File: src/rtl/histo_frame_ctrl_pkg.sv
// Shared types and helpers for the histogram frame sequencer: state encoding,
// bin geometry and saturating count arithmetic.
package histo_frame_ctrl_pkg;

   typedef enum logic [2:0] {
      HF_IDLE  = 3'd0,
      HF_CLEAR = 3'd1,
      HF_WAIT  = 3'd2,
      HF_ACCUM = 3'd3,
      HF_DRAIN = 3'd4,
      HF_SCAN  = 3'd5,
      HF_DONE  = 3'd6
   } hf_state_e;

   localparam int HIST_BINS  = 256;
   localparam int HIST_CNT_W = 20;
   localparam logic [HIST_CNT_W-1:0] HIST_CNT_MAX = '1;

   function automatic logic [HIST_CNT_W-1:0] sat_inc(input logic [HIST_CNT_W-1:0] a);
      return (a == HIST_CNT_MAX) ? a : a + HIST_CNT_W'(1);
   endfunction

   function automatic logic [HIST_CNT_W-1:0] sat_add(input logic [HIST_CNT_W-1:0] a,
                                                     input logic [HIST_CNT_W-1:0] b);
      logic [HIST_CNT_W:0] s;
      s = {1'b0, a} + {1'b0, b};
      return s[HIST_CNT_W] ? HIST_CNT_MAX : s[HIST_CNT_W-1:0];
   endfunction

endpackage

File: src/rtl/histo_frame_ctrl_rmw.sv
// Read-modify-write increment path for the bin RAM: the read is issued by the
// caller, the increment happens one cycle later with forwarding of the last write.
module histo_rmw_pipe
   import histo_frame_ctrl_pkg::*;
#(
   parameter int BIN_W = 8
) (
   input  logic                  i_clk,
   input  logic                  i_rst,
   input  logic                  i_vld,
   input  logic [BIN_W-1:0]      i_addr,
   input  logic [HIST_CNT_W-1:0] i_q,
   output logic                  o_wen,
   output logic [BIN_W-1:0]      o_waddr,
   output logic [HIST_CNT_W-1:0] o_wdata,
   output logic                  o_sat
);

   logic                  r_vld_p1;
   logic [BIN_W-1:0]      r_addr_p1;
   logic                  r_vld_p2;
   logic [BIN_W-1:0]      r_addr_p2;
   logic [HIST_CNT_W-1:0] r_data_p2;
   logic                  w_fwd;
   logic [HIST_CNT_W-1:0] w_base;
   logic [HIST_CNT_W-1:0] w_inc;

   always_ff @(posedge i_clk) begin
      if (i_rst) begin
         r_vld_p1 <= 1'b0;
         r_vld_p2 <= 1'b0;
      end else begin
         r_vld_p1 <= i_vld;
         r_vld_p2 <= r_vld_p1;
      end
   end

   always_ff @(posedge i_clk) begin
      r_addr_p1 <= i_addr;
      r_addr_p2 <= r_addr_p1;
      r_data_p2 <= w_inc;
   end

   // stage 1: the write issued last cycle lands in RAM on the same edge our read
   // was sampled, so the RAM returned stale data for a back-to-back same bin
   assign w_fwd   = r_vld_p2 && (r_addr_p2 == r_addr_p1);
   assign w_base  = w_fwd ? r_data_p2 : i_q;
   assign w_inc   = sat_inc(w_base);

   assign o_wen   = r_vld_p1;
   assign o_waddr = r_addr_p1;
   assign o_wdata = w_inc;
   assign o_sat   = r_vld_p1 && (w_base == HIST_CNT_MAX);

endmodule

File: src/rtl/histo_frame_ctrl.sv
// Frame sequencer for the histogram bin RAM: clear, accumulate grey pixels,
// then scan bins into the display copy RAMs while clearing them for the next frame.
module histo_frame_ctrl
   import histo_frame_ctrl_pkg::*;
#(
   parameter int BIN_W = $clog2(HIST_BINS),
   parameter int CNT_W = HIST_CNT_W
) (
   input  logic             iPclk,
   input  logic             iRst,
   input  logic             iFval,
   input  logic             iDval,
   input  logic [BIN_W-1:0] iGrey,
   output logic [BIN_W-1:0] oRamRdAddr,
   input  logic [CNT_W-1:0] iRamQ,
   output logic [BIN_W-1:0] oRamWrAddr,
   output logic [CNT_W-1:0] oRamWrData,
   output logic             oRamWen,
   output logic             oCopyWen,
   output logic [BIN_W-1:0] oCopyAddr,
   output logic [CNT_W-1:0] oCopyHist,
   output logic [CNT_W-1:0] oCopyCum,
   output logic [CNT_W-1:0] oTotal,
   output logic [CNT_W-1:0] oPeak,
   output logic             oFrameDone,
   output logic             oSkip,
   output logic             oOverflow,
   output logic [2:0]       oState
);

   localparam logic [BIN_W:0] LAST_BIN  = (BIN_W+1)'((1 << BIN_W) - 1);
   localparam logic [BIN_W:0] LAST_SCAN = (BIN_W+1)'(1 << BIN_W);

   hf_state_e        r_state;
   hf_state_e        w_nxt;
   logic [BIN_W:0]   r_cnt;
   logic             r_fval_d;
   logic             w_rise;
   logic             w_acc_vld;
   logic             w_acc_wen;
   logic [BIN_W-1:0] w_acc_addr;
   logic [CNT_W-1:0] w_acc_data;
   logic             w_acc_sat;
   logic             r_clr_wen;
   logic [BIN_W-1:0] r_clr_addr;
   logic             w_scan_dv;
   logic [BIN_W-1:0] w_scan_bin;
   logic [CNT_W-1:0] r_cum;
   logic [CNT_W-1:0] r_peak;
   logic [CNT_W-1:0] w_cum_nxt;
   logic [CNT_W-1:0] w_peak_nxt;
   logic             w_cum_ovf;
   logic [CNT_W-1:0] r_total;
   logic [CNT_W-1:0] r_pk;
   logic             r_ovf;
   logic             r_skip;

   assign w_rise    = iFval && !r_fval_d;
   assign w_acc_vld = iFval && iDval &&
                      ((r_state == HF_ACCUM) || ((r_state == HF_WAIT) && w_rise));

   histo_rmw_pipe #(.BIN_W(BIN_W)) u_rmw (
      .i_clk   (iPclk),
      .i_rst   (iRst),
      .i_vld   (w_acc_vld),
      .i_addr  (iGrey),
      .i_q     (iRamQ),
      .o_wen   (w_acc_wen),
      .o_waddr (w_acc_addr),
      .o_wdata (w_acc_data),
      .o_sat   (w_acc_sat)
   );

   always_ff @(posedge iPclk) begin
      if (iRst) r_state <= HF_CLEAR;
      else      r_state <= w_nxt;
   end

   always_comb begin
      w_nxt = r_state;
      case (r_state)
         HF_CLEAR: if (r_cnt == LAST_BIN)  w_nxt = HF_WAIT;
         HF_WAIT:  if (w_rise)             w_nxt = HF_ACCUM;
         HF_ACCUM: if (!iFval)             w_nxt = HF_DRAIN;
         HF_DRAIN:                         w_nxt = HF_SCAN;
         HF_SCAN:  if (r_cnt == LAST_SCAN) w_nxt = HF_DONE;
         HF_DONE:                          w_nxt = HF_WAIT;
         default:                          w_nxt = HF_CLEAR;
      endcase
   end

   always_ff @(posedge iPclk) begin
      if (iRst)                                          r_cnt <= '0;
      else if (w_nxt != r_state)                         r_cnt <= '0;
      else if ((r_state == HF_CLEAR) || (r_state == HF_SCAN)) r_cnt <= r_cnt + (BIN_W+1)'(1);
      else                                               r_cnt <= '0;
   end

   // scan: cycle k reads bin k, cycle k+1 consumes it, so data lags the counter by one
   assign w_scan_dv  = (r_state == HF_SCAN) && (r_cnt != '0);
   assign w_scan_bin = BIN_W'(r_cnt - (BIN_W+1)'(1));
   assign w_cum_nxt  = sat_add(r_cum, iRamQ);
   assign w_cum_ovf  = iRamQ > ~r_cum;
   assign w_peak_nxt = (iRamQ > r_peak) ? iRamQ : r_peak;

   always_ff @(posedge iPclk) begin
      r_fval_d <= iFval;
      if (r_state == HF_DRAIN) begin
         r_cum  <= '0;
         r_peak <= '0;
      end else if (w_scan_dv) begin
         r_cum  <= w_cum_nxt;
         r_peak <= w_peak_nxt;
      end
   end

   always_ff @(posedge iPclk) begin
      if (iRst) begin
         r_clr_wen  <= 1'b0;
         r_clr_addr <= '0;
         r_skip     <= 1'b0;
         r_ovf      <= 1'b0;
         r_total    <= '0;
         r_pk       <= '0;
      end else begin
         r_clr_wen  <= (r_state == HF_CLEAR);
         r_clr_addr <= BIN_W'(r_cnt);
         r_skip     <= w_rise && (r_state inside {HF_CLEAR, HF_DRAIN, HF_SCAN, HF_DONE});
         if ((r_state == HF_WAIT) && w_rise)             r_ovf <= 1'b0;
         else if (w_acc_sat || (w_scan_dv && w_cum_ovf)) r_ovf <= 1'b1;
         if ((r_state == HF_SCAN) && (r_cnt == LAST_SCAN)) begin
            r_total <= w_cum_nxt;
            r_pk    <= w_peak_nxt;
         end
      end
   end

   assign oRamRdAddr = w_acc_vld ? iGrey :
                       ((r_state == HF_SCAN) && (r_cnt <= LAST_BIN)) ? BIN_W'(r_cnt) : '0;
   assign oRamWen    = r_clr_wen | w_acc_wen | w_scan_dv;
   assign oRamWrAddr = r_clr_wen ? r_clr_addr :
                       w_acc_wen ? w_acc_addr :
                       w_scan_dv ? w_scan_bin : '0;
   assign oRamWrData = (w_acc_wen && !r_clr_wen) ? w_acc_data : '0;

   assign oCopyWen   = w_scan_dv;
   assign oCopyAddr  = w_scan_dv ? w_scan_bin : '0;
   assign oCopyHist  = w_scan_dv ? iRamQ : '0;
   assign oCopyCum   = w_scan_dv ? w_cum_nxt : '0;

   assign oTotal     = r_total;
   assign oPeak      = r_pk;
   assign oFrameDone = (r_state == HF_DONE);
   assign oSkip      = r_skip;
   assign oOverflow  = r_ovf;
   assign oState     = r_state;

endmodule

File: config.mk
export PLATFORM = sky130hd
export DESIGN_NAME = histo_frame_ctrl
export DESIGN_NICKNAME = d
export VERILOG_FILES = /design/src/rtl/histo_frame_ctrl_pkg.sv /design/src/rtl/histo_frame_ctrl_rmw.sv /design/src/rtl/histo_frame_ctrl.sv
export SDC_FILE = /design/constraint.sdc
export NUM_CORES = 1
export LEC_CHECK = 0
export CORE_UTILIZATION = 40
export CTS_CLUSTER_DIAMETER = 60
export CTS_CLUSTER_SIZE = 25
export DETAILED_ROUTE_END_ITERATION = 6
export SETUP_SLACK_MARGIN = 0.15
export SLEW_MARGIN = 15
export SYNTH_ARGS = -nofsm -noshare
export SYNTH_HDL_FRONTEND = slang
export SYNTH_HIERARCHICAL = 1
export SYNTH_SLANG_ARGS = --single-unit
File: constraint.sdc
create_clock -name iPclk -period 5.31 [get_ports iPclk]
set_input_delay 1.3275 -clock iPclk [delete_from_list [all_inputs] [get_ports iPclk]]
set_output_delay 1.3275 -clock iPclk [all_outputs]
set_load 0.01 [all_outputs]
======== Yosys cells after proc, flatten, opt, wreduce, memory -nomap -nowiden ========
Index checks and enable logic that the tools add are counted.
W data, S select, Z words.
operators by class
  bitwise operators ....................... 4
  add/sub/neg operators ................... 4
  magnitude comparators ................... 3
  reductions and logical operators ........ 21
  multiplexer cells ....................... 17
  equal/unequal tests ..................... 11
operator list
  kind                     number
  $mux W20                 7
  $gt A20 B20 Y1           2
  $mux W8                  5
  $add A20 B20 Y21         1
  $add A20 B1 Y20 const B  1
  $eq A20 B20 Y1 const B   1
  $not A20 Y20             1
  $pmux W3 S6              1
  $logic_and A1 B1 Y1      12
  $mux W3                  4
  $add A9 B1 Y9 const B    1
  $eq A3 B3 Y1 const B     3
  $eq A9 B8 Y1 const B     1
  $eq A9 B9 Y1 const B     1
  $le A9 B8 Y1 const B     1
  $reduce_bool A9 Y1       1
  $eq A8 B8 Y1             1
  $sub A8 B1 Y8 const B    1
  $eq A3 B2 Y1 const B     2
  $reduce_bool A4 Y1       1
  $eq A3 B1 Y1 const B     1
  $logic_or A1 B1 Y1       3
  $ne A3 B3 Y1             1
  $reduce_or A3 Y1         1
  4 further kinds          6
word-level totals
  input port bits ......................... 32
  flip-flop bits (word level) ............. 142
  output and inout bits ................... 132

======== Depth between registers and ports, before layout ========
Gate-level depths: netlist (run 1).
  depth in word-level cells ............... 6
  mapped depth ............................ 12
  gate-level depth less buffers ........... 12

======== By module ========
Netlist (run 1), hierarchy kept.
modules (own cells, without submodules)
  module            cells an instance  times used  area an instance (µm²)
  histo_frame_ctrl  829                1           6328.6
  histo_rmw_pipe    207                1           1969.4

======== Worst setup path after synthesis (run 1) ========
OpenSTA, ideal clock, no wires.
  path kind ............................... input to output
  start point ............................. input port iRamQ[0]
  end point ............................... output port oCopyCum[10]
  required time ........................... 3.983 ns
  setup slack ............................. 0.652 ns
  stages on the path ...................... 12
  arrival ................................. 3.330 ns
  path buffers ............................ 2
  cells stage by stage .................... ha_1 -> inv_1 -> fa_1 -> nand2b_1 -> a21oi_1 -> nand2_1 -> and2_0 -> clkbuf_1 -> o21bai_2 -> buf_2 -> nor2_1 -> nor2_1
between the ends
  cells in the longest elaborated chain, start to end .. 3
ends and longest elaborated chain
  item              RTL line                    source
  from (decl)       histo_frame_ctrl.sv:15      input logic [CNT_W-1:0] iRamQ,
  $add A20 B20 Y21  histo_frame_ctrl_pkg.sv:26  s = {1'b0, a} + {1'b0, b};
  $mux W20          histo_frame_ctrl_pkg.sv:27  return s[HIST_CNT_W] ? HIST_CNT_MAX : s[HIST_CNT_W-1:0];
  $mux W20          histo_frame_ctrl.sv:149     assign oCopyCum = w_scan_dv ? w_cum_nxt : '0;
  to (decl)         histo_frame_ctrl.sv:22      output logic [CNT_W-1:0] oCopyCum,
Every way passes these cells.

======== Final worst setup path (run 1) ========
  start point ............................. input port iRamQ[7]
  end point ............................... output port oCopyCum[1]
The elaborated chain is that of the path after synthesis.

==> summary.txt, run 1 <==
pre-CTS setup slack -> -0.392 ns
average wire per standard cell -> 16.8 µm
Mapped Area -> 8300 µm²
unrepaired setup endpoints after global routing -> yes
Mapped Cells -> 1,036
hpwl dp -> 19,600 µm
Post-synth EDFFs -> 0
layout cells sized above 1 -> 18.0%
Post-synth top flop -> dfxtp_1
CTS Buf Count -> 17
Worst Tran Pin Value -> 0.822 ns
gr usage total -> 24.5%
Hold Path Class -> reg2reg
initial core utilization -> 40.9%
GRT met1 Usage -> 34.1%
post-route ant nets -> 0
grt peak-use layer -> met2
Die Y -> 146 µm
1st-pass router iterations -> 5
worst skew pair latency -> 0.44 ns
H-tree Lvls -> 4
# nets final -> 1,374
#FFs+latches synth -> 142
register area share after synthesis -> 34.3%
CTS clock-pin slew for the worst setup and hold paths -> 0.06 ns
syn_area_per_cell -> 8.01 µm²
clk sink count -> 142
via density per instance -> 5.23
async set-reset flop share out of synthesis -> 0%
Crit path required time -> 3.98 ns
critical path class -> in2out
P_leak -> 4.93 nW
initial antenna violation count -> 0
worst vdd ir -> 0.208 mV
drc violations -> 0
final WL -> 26,500 µm
CP max FO -> 5
root buffer cell -> clkbuf_16
outcome -> complete, no violations
area grow syn2layout -> 42.1%
synth warn -> 6
max_cap viols -> 0
worst relative slew slack -> 45.2%
maximum clock rate -> 0.195 GHz
Netlist cell types -> 65
floorplan row count -> 52
Post-Syn Nets -> 1,115
GR met2 Demand/Resource -> 39.2%
Final Hold Viols -> 0
grt ovf -> 0
Setup WS post-layout -> 0.194 ns
routability-driven placement congestion ratio -> 0.914
Final period util -> 96.4%
Critical Path End Type -> output pin
GR Layer Usage met3 -> 4.06%
number of port buffers -> 163
CTS tree -> yes
# setup viols final -> 0
final setup TNS -> 0 ns
vias -> 8,257
Tmin final -> 5.12 ns
Die ar. -> 21,300 µm²
chip width -> 146 µm
Worst Setup Start Kind -> primary input
detailed router's first-iteration violation count -> 571
clock skew -> 0.0125 ns
Core ar. -> 20,300 µm²
Final Slew Violations -> 0
Ant. Diodes -> 0
clk buf depth -> 2
vias in the first global route -> 7,749
pwr dens -> 253 nW/µm²
largest net degree at the start of global routing -> 53
IO Pins -> 164
global-route wire length before repair -> 41,200 µm
Critical Path AT -> 3.79 ns
-- final cells by class --
cell class / count / area (µm²)
fill: 1910 / 8510
timing repair buffer: 303 / 2680
clock inverter: 15 / 130
clock buffer: 17 / 425
tap: 270 / 338
multi-input combinational: 773 / 5150
sequential: 142 / 2840
inverter: 58 / 218
-- layer usage --
layer,wire length [µm],vias to the layer above
met1,12800,3849
met2,12100,230
met5,0,-
met3,1260,23
met4,320,0
li1,-,4155
-- power breakdown --
part           switching, mW  total (mW)  internal, mW  leakage, nW
clock network          0.537        1.15         0.612        0.260
registers             0.0416        1.15          1.11         1.17
logic                  0.344       0.682         0.337         3.50
-- stage by stage --
step                      area (µm²)  cells  utilization, %  power, mW  hold WS [ns]
after CTS                      11600   1574            57.1       2.96         0.384
after floorplan                 8300   1036               -       1.48         0.363
after detailed placement       10900   1534            53.7       1.78         0.375
final                          11800   1578            58.1       2.98         0.385
after global placement         10900   1534            53.7       1.79         0.373
after global routing           11800   1578            58.1       3.12         0.395
-- placed cells by master (no fill, tap or decap), types with 9 or more instances in the layout --
master             n
o21ai_0           65
dlymetal6s2s_1    13
clkbuf_16         17
nand2_1           53
and3_1            18
ha_1              36
dfxtp_1          142
mux2i_1           22
nor2b_1           13
and2_1            22
a211oi_1          27
nor2_1           166
nand3_1           49
o21ai_1            9
nand4_1           14
inv_1             57
nor3_1            18
dlygate4sd2_1     35
xnor2_1           32
o221a_1           20
a31oi_1            9
nand2b_1           9
clkdlybuf4s50_1  106
ha_4               9
buf_4            134
a21oi_1           57
a21oi_2            9
xor2_1            24
-- synth_stat cells (3+ instances only) --
master,count,area (µm²)
nor4_1,4,25.0
buf_4,4,30.0
and2_1,22,138
or3_1,4,25.0
a22o_1,8,70.1
mux2i_1,22,220
clkbuf_1,30,113
o211ai_1,6,45.0
a21o_1,7,52.6
dfxtp_1,142,2840
nand4_1,14,87.6
a21boi_0,3,22.5
o221a_1,20,225
inv_1,57,214
nor2_1,168,631
buf_6,9,101
nand3_1,50,250
and3_1,18,113
xor2_1,25,219
o21ai_0,71,355
ha_1,46,576
nand2_1,53,199
nor3b_1,3,22.5
xnor2_1,32,280
o21ai_1,4,20.0
and4_1,3,26.3
a31oi_1,10,62.6
nor3_1,21,105
nand2b_1,11,68.8
nor2b_1,14,87.6
a211oi_1,27,203
buf_2,18,90.1
a21oi_1,66,330
mux2_2,6,67.6
-- sequential cells by signal, indices dropped and copies added, names as in the netlist, 3 cells and up --
register         cells
oPeak               20
oState               3
oTotal              20
r_clr_addr           8
r_cnt                9
r_cum               20
r_peak              20
u_rmw/o_waddr        8
u_rmw/r_addr_p2      8
u_rmw/r_data_p2     20
-- worst paths after layout --
| check | from | to | slack [ns] | cells after the start |
|---|---|---|---|---|
| min reg2reg | u_rmw/o_waddr[2] | u_rmw/r_addr_p2[2] | 0.38 | 0 |
| max | iRamQ[7] | oCopyCum[1] | 0.19 | 11 |
| max reg2reg | r_cnt[5] | r_peak[16] | 1.99 | 9 |
| min | u_rmw/o_waddr[2] | u_rmw/r_addr_p2[2] | 0.38 | 0 |
-- repair_timing --
item	CTS	global route
pin swaps	8	7
endpoints found under the setup margin	40	21
resized for setup	89	36
hold buffers	0	0
setup buffers	8	4
endpoints found under the hold margin	0	0
-- worst max-delay path, stage by stage --
cell,delay (ns)
clkdlybuf4s50_1,0.43
ha_1,0.37
buf_4,0.16
nand4_1,0.11
nor3_2,0.18
nand2_1,0.11
and2_4,0.17
nor2_1,0.13
nor2_2,0.08
a21oi_2,0.17
clkdlybuf4s50_1,0.56
-- kinds of logic (layout without fill, tap and decap cells) --
kind of cell,Yosys count,in the layout,share of synthesized area (%)
and+or+nand+nor,400,400,23.6
AOI/OAI and AO/OA,240,240,18.6
DFF,142,142,34.3
buffers and inverters,121,393,6.74
xor gates and xnor gates,57,57,6.02
adders and majority gates,47,47,7.18
muxes,29,29,3.65
Note: power is estimated with default switching activity, not from simulation.
==> inputs of run 2 (changes only) <==
--- a/config.mk
+++ b/config.mk
@@ -6,9 +6,11 @@
 export NUM_CORES = 1
 export LEC_CHECK = 0
 export CORE_UTILIZATION = 40
+export CTS_BUF_LIST = sky130_fd_sc_hd__clkbuf_8
 export CTS_CLUSTER_DIAMETER = 60
 export CTS_CLUSTER_SIZE = 25
 export DETAILED_ROUTE_END_ITERATION = 6
+export MAX_ROUTING_LAYER = met4
 export SETUP_SLACK_MARGIN = 0.15
 export SLEW_MARGIN = 15
 export SYNTH_ARGS = -nofsm -noshare
==> constraint.sdc (replaced) <==
create_clock -name iPclk -period 6.1 [get_ports iPclk]
set_input_delay 1.525 -clock iPclk [delete_from_list [all_inputs] [get_ports iPclk]]
set_output_delay 1.525 -clock iPclk [all_outputs]
set_load 0.01 [all_outputs]
==> summary.txt, run 2 (synthesized netlist as in run 1, its figures left out) <==
outcome -> complete, no violations
crit-path cells -> clkdlybuf4s50_1 > ha_1 > nand4_1 > or3_1 > o21bai_2 > buf_4 > a21oi_1 > nor2_1 > clkdlybuf4s50_1
largest net degree at the start of global routing -> 64
critical path class -> in2out
Die Y -> 146 µm
Buf/Inv on CP -> 3
Crit path required time -> 4.58 ns
Top delay family on crit path -> buffers and inverters
pwr dens -> 210 nW/µm²
initial core utilization -> 40.9%
Critical Path AT -> 4.43 ns
chip width -> 146 µm
Hold Path Class -> reg2reg
CTS Buf Count -> 17
1st-pass router iterations -> 4
commonest non-fill, non-tap cell in the layout -> nor2_1
drc violations -> 0
gr usage total -> 24.8%
CTS clock-pin slew for the worst setup and hold paths -> 0.08 ns
CP max FO -> 9
post-route ant nets -> 0
Worst Setup Start Kind -> primary input
Final Hold Viols -> 0
via density per instance -> 5.33
slowest cell on the critical path -> clkdlybuf4s50_1
slowest stage delay, CP -> 0.55 ns
Tmin final -> 5.95 ns
Ant. Diodes -> 0
# setup viols final -> 0
dpl cell area -> 10,400 µm²
initial antenna violation count -> 0
unrepaired setup endpoints after global routing -> yes
IO Pins -> 164
# nets final -> 1,306
CTS tree -> yes
root buffer cell -> clkbuf_8
layout cells sized above 1 -> 11.3%
Final period util -> 97.6%
Final Slew Violations -> 0
detailed router's first-iteration violation count -> 527
Die ar. -> 21,300 µm²
Critical Path End Type -> output pin
vias in the first global route -> 7,639
fin util -> 54.3%
worst vdd ir -> 0.128 mV
floorplan row count -> 52
clock skew -> 0.0171 ns
area grow syn2layout -> 32.9%
post-cts hold buffer count -> 0
final instance area -> 11,000 µm²
commonest non-fill, non-tap cells in the layout -> nor2_1, dfxtp_1, clkdlybuf4s50_1, buf_4, o21ai_0
routability-driven placement congestion ratio -> 0.898
hpwl dp -> 18,900 µm
maximum clock rate -> 0.168 GHz
grt ovf -> 0
clk sink count -> 142
number of port buffers -> 163
vias -> 8,033
H-tree Lvls -> 4
hold_ws -> 0.385 ns
average wire per standard cell -> 16.9 µm
P_leak -> 4.64 nW
worst relative slew slack -> 31.3%
final setup TNS -> 0 ns
clk buf depth -> 2
most used cell, CP -> clkdlybuf4s50_1
Core ar. -> 20,300 µm²
worst skew pair latency -> 0.46 ns
final WL -> 25,400 µm
max_cap viols -> 0
Worst Tran Pin Value -> 1.03 ns
global-route wire length before repair -> 40,400 µm
[run 2: cell types whose count changed in the layout (fill, tap and decap cells not counted), moves of 9 or more]
cell	previous run	this run
ha_1	36	45
clkdlybuf4s50_1	106	137
dlygate4sd2_1	35	4
clkbuf_8	0	21
buf_4	134	71
clkbuf_16	17	0
[run 2: where the power goes]
part	switching, mW	internal [mW]	total, mW
registers	0.0335	0.964	0.998
logic	0.270	0.218	0.488
clock network	0.385	0.444	0.829
[run 2: worst paths after layout]
kind               startpoint                 end  slack (ns)  depth (start not counted)
max reg2reg          r_cnt[5]           r_peak[1]        2.77                          9
min          u_rmw/o_waddr[2]  u_rmw/r_addr_p2[2]        0.38                          0
max                 iRamQ[13]        oCopyCum[17]        0.15                          9
min reg2reg  u_rmw/o_waddr[2]  u_rmw/r_addr_p2[2]        0.38                          0
[run 2: metrics by stage]
| stage | std cells | setup slack [ns] | power (mW) |
|---|---|---|---|
| floorplan | 1036 | 1.05 | 1.29 |
| global placement | 1474 | 0.0495 | 1.49 |
| detailed placement | 1474 | 0.0404 | 1.49 |
| CTS | 1504 | 0.148 | 2.32 |
| global route | 1508 | 0.00197 | 2.43 |
| finish | 1508 | 0.148 | 2.32 |
[run 2: routing by layer]
metal / up-vias / wire length, µm / track usage [%]
met1: 3770 / 12700 / 34.0
li1: 4009 / - / -
met4: 0 / 650 / 8.85
met2: 219 / 11000 / 36.5
met3: 35 / 1080 / 4.16
met5: - / 0 / -
[run 2: final cells by class]
class | count | area [µm²]
Timing Repair Buffer | 235 | 2220
Inverter | 58 | 218
Multi-Input combinational cell | 773 | 4990
Clock buffer | 21 | 289
Fill cell | 1983 | 9270
Sequential cell | 142 | 2840
Tap cell | 270 | 338
Clock inverter | 9 | 134
[run 2: worst reg2reg max path: stages, from the launching register on]
cell	delay, ns
dfxtp_1	0.41
or4_4	0.59
nor4b_4	0.34
a21o_2	0.70
inv_2	0.07
buf_4	0.28
nand3_1	0.28
buf_4	0.36
nand3_1	0.11
o21ai_0	0.12
[run 2: what timing repair did]
action | in CTS | in global routing
resized for setup | 12 | 38
setup endpoints to repair | 29 | 32
pin swaps | 1 | 9
setup buffers | 0 | 4
==> inputs of run 3 (changes only) <==
--- a/config.mk
+++ b/config.mk
@@ -5,7 +5,7 @@
 export SDC_FILE = /design/constraint.sdc
 export NUM_CORES = 1
 export LEC_CHECK = 0
-export CORE_UTILIZATION = 40
+export CORE_UTILIZATION = 32
 export CTS_BUF_LIST = sky130_fd_sc_hd__clkbuf_8
 export CTS_CLUSTER_DIAMETER = 60
 export CTS_CLUSTER_SIZE = 25
==> summary.txt, run 3 (synthesized netlist as in run 1, its figures left out) <==
post-route ant nets -> 0
Critical Path End Type -> output pin
final instance area -> 11,300 µm²
via density per instance -> 5.06
initial antenna violation count -> 0
grt ovf -> 0
commonest non-fill, non-tap cells in the layout -> nor2_1, dfxtp_1, clkdlybuf4s50_1, buf_4, o21ai_0
Final Slew Violations -> 0
Die ar. -> 26,600 µm²
root buffer cell -> clkbuf_8
# nets final -> 1,334
initial core utilization -> 32.8%
GRT met1 Usage -> 28.2%
CTS tree -> yes
crit path launch -> iRamQ[0]
largest net degree at the start of global routing -> 60
crit-path cells -> clkdlybuf4s50_1 > ha_2 > inv_1 > fa_1 > nand2b_1 > a21oi_2 > nand2_1 > and2_2 > o21bai_4 > buf_4 > nor2_1 > nor2_1 > clkdlybuf4s50_1
area of the multi-input gates -> 4990 µm²
maximum clock rate -> 0.169 GHz
GR Layer Usage met3 -> 3.43%
commonest non-fill, non-tap cell in the layout -> nor2_1
worst vdd ir -> 0.101 mV
Hold Crit Start -> u_rmw/o_waddr[2]
Worst Setup Start Kind -> primary input
Worst Tran Pin Value -> 0.839 ns
global-route wire length before repair -> 41,700 µm
dpl cell area -> 10,700 µm²
worst skew pair latency -> 0.48 ns
vias -> 8,082
area grow syn2layout -> 36.7%
slowest cell on the critical path -> clkdlybuf4s50_1
final WL -> 26,800 µm
max_cap viols -> 0
clk sink count -> 142
P_leak -> 4.83 nW
H-tree Lvls -> 4
unrepaired setup endpoints after global routing -> yes
Ant. Diodes -> 0
pwr dens -> 213 nW/µm²
Hold Path Class -> reg2reg
final setup TNS -> 0 ns
layout cells sized above 1 -> 13.3%
critical path class -> in2out
Register Area -> 2840 µm²
vias in the first global route -> 7,732
clock skew -> 0.0250 ns
Critical Path AT -> 4.40 ns
Hold Path Stages -> 0
CP max FO -> 6
hpwl dp -> 19,900 µm
Final Hold Viols -> 0
outcome -> complete, no violations
clk buf depth -> 2
IO Pins -> 164
CTS clock-pin slew for the worst setup and hold paths -> 0.08 ns
average wire per standard cell -> 16.8 µm
worst relative slew slack -> 44.1%
gr usage total -> 20.9%
CTS Buf Count -> 17
Fill cells -> 2,525
Final period util -> 97.1%
Core ar. -> 25,300 µm²
detailed router's first-iteration violation count -> 580
1st-pass router iterations -> 5
floorplan row count -> 58
routability-driven placement congestion ratio -> 0.915
slowest stage delay, CP -> 0.54 ns
Die Y -> 163 µm
chip width -> 163 µm
worst r2r path cells -> 14
drc violations -> 0
launching point of the worst reg2reg path -> u_rmw/o_waddr[1]
GR met2 Demand/Resource -> 31.5%
grt peak-use layer -> met2
number of port buffers -> 163
# setup viols final -> 0
Tmin final -> 5.92 ns
Crit path required time -> 4.58 ns
run 3: cell count changes in the layout (fill, tap and decap cells not counted), sizes merged:
cell and change:
buf +28, clkdlybuf4s50 -5, clkbuf -4, dlygate4sd2 +4, inv +4, bufinv +2, clkinv +2, clkinvlp -2
dlymetal6s2s +1
run 3: repair_timing:
| item | in CTS | in global routing |
|---|---|---|
| resized for setup | 18 | 37 |
| hold buffers | 0 | 0 |
| buffers inserted | 0 | 7 |
| pin swaps | 1 | 8 |
| setup endpoints to repair | 27 | 32 |
| cloned | 1 | 0 |
run 3: report_power, final:
part	switching (mW)	internal, mW	total [mW]	leakage [nW]
Sequential	0.0330	0.964	0.997	1.17
Clock	0.404	0.486	0.890	0.231
Combinational	0.283	0.250	0.534	3.43
run 3: final timing paths:
check | endpoint | slack (ns)
min reg2reg | u_rmw/r_addr_p2[2] | 0.39
max | oCopyCum[13] | 0.18
max reg2reg | oOverflow | 2.89
min | u_rmw/r_addr_p2[2] | 0.39
run 3: worst max-delay path, delay by kind of cell:
family / cells / cell delay [ns]
AO/OA/AOI/OAI: 2 / 0.34
adder cells (fa/ha/maj): 2 / 0.59
buffers and inverters: 4 / 1.28
AND/OR/NAND/NOR: 5 / 0.67
run 3: per-stage QoR:
stage / hold WS [ns] / utilization, % / total power, mW / setup WS [ns] / cells
detailed placement: 0.373 / 42.2 / 1.53 / 0.0458 / 1558
floorplan: 0.363 / - / 1.29 / 1.05 / 1036
CTS: 0.396 / 44.1 / 2.43 / 0.148 / 1591
finish: 0.394 / 44.8 / 2.42 / 0.179 / 1598
global route: 0.408 / 44.8 / 2.54 / -0.00702 / 1598
global placement: 0.374 / 42.2 / 1.53 / 0.0562 / 1558
run 3: metal layers:
layer  up-vias  part of all wire [%]
met1      3785                    49
met3        40                   4.2
li1       4044                     -
met2       213                    44
met4         0                   2.5
met5         -                     0
run 3: layout make-up:
| class | instances | area share, % |
|---|---|---|
| multi-input combinational | 773 | 44.0 |
| sequential | 142 | 25.1 |
| timing repair buffer | 263 | 21.4 |
| tap | 330 | 3.64 |
| clock buffer | 17 | 2.06 |
| clock inverter | 15 | 1.94 |
| inverter | 58 | 1.92 |
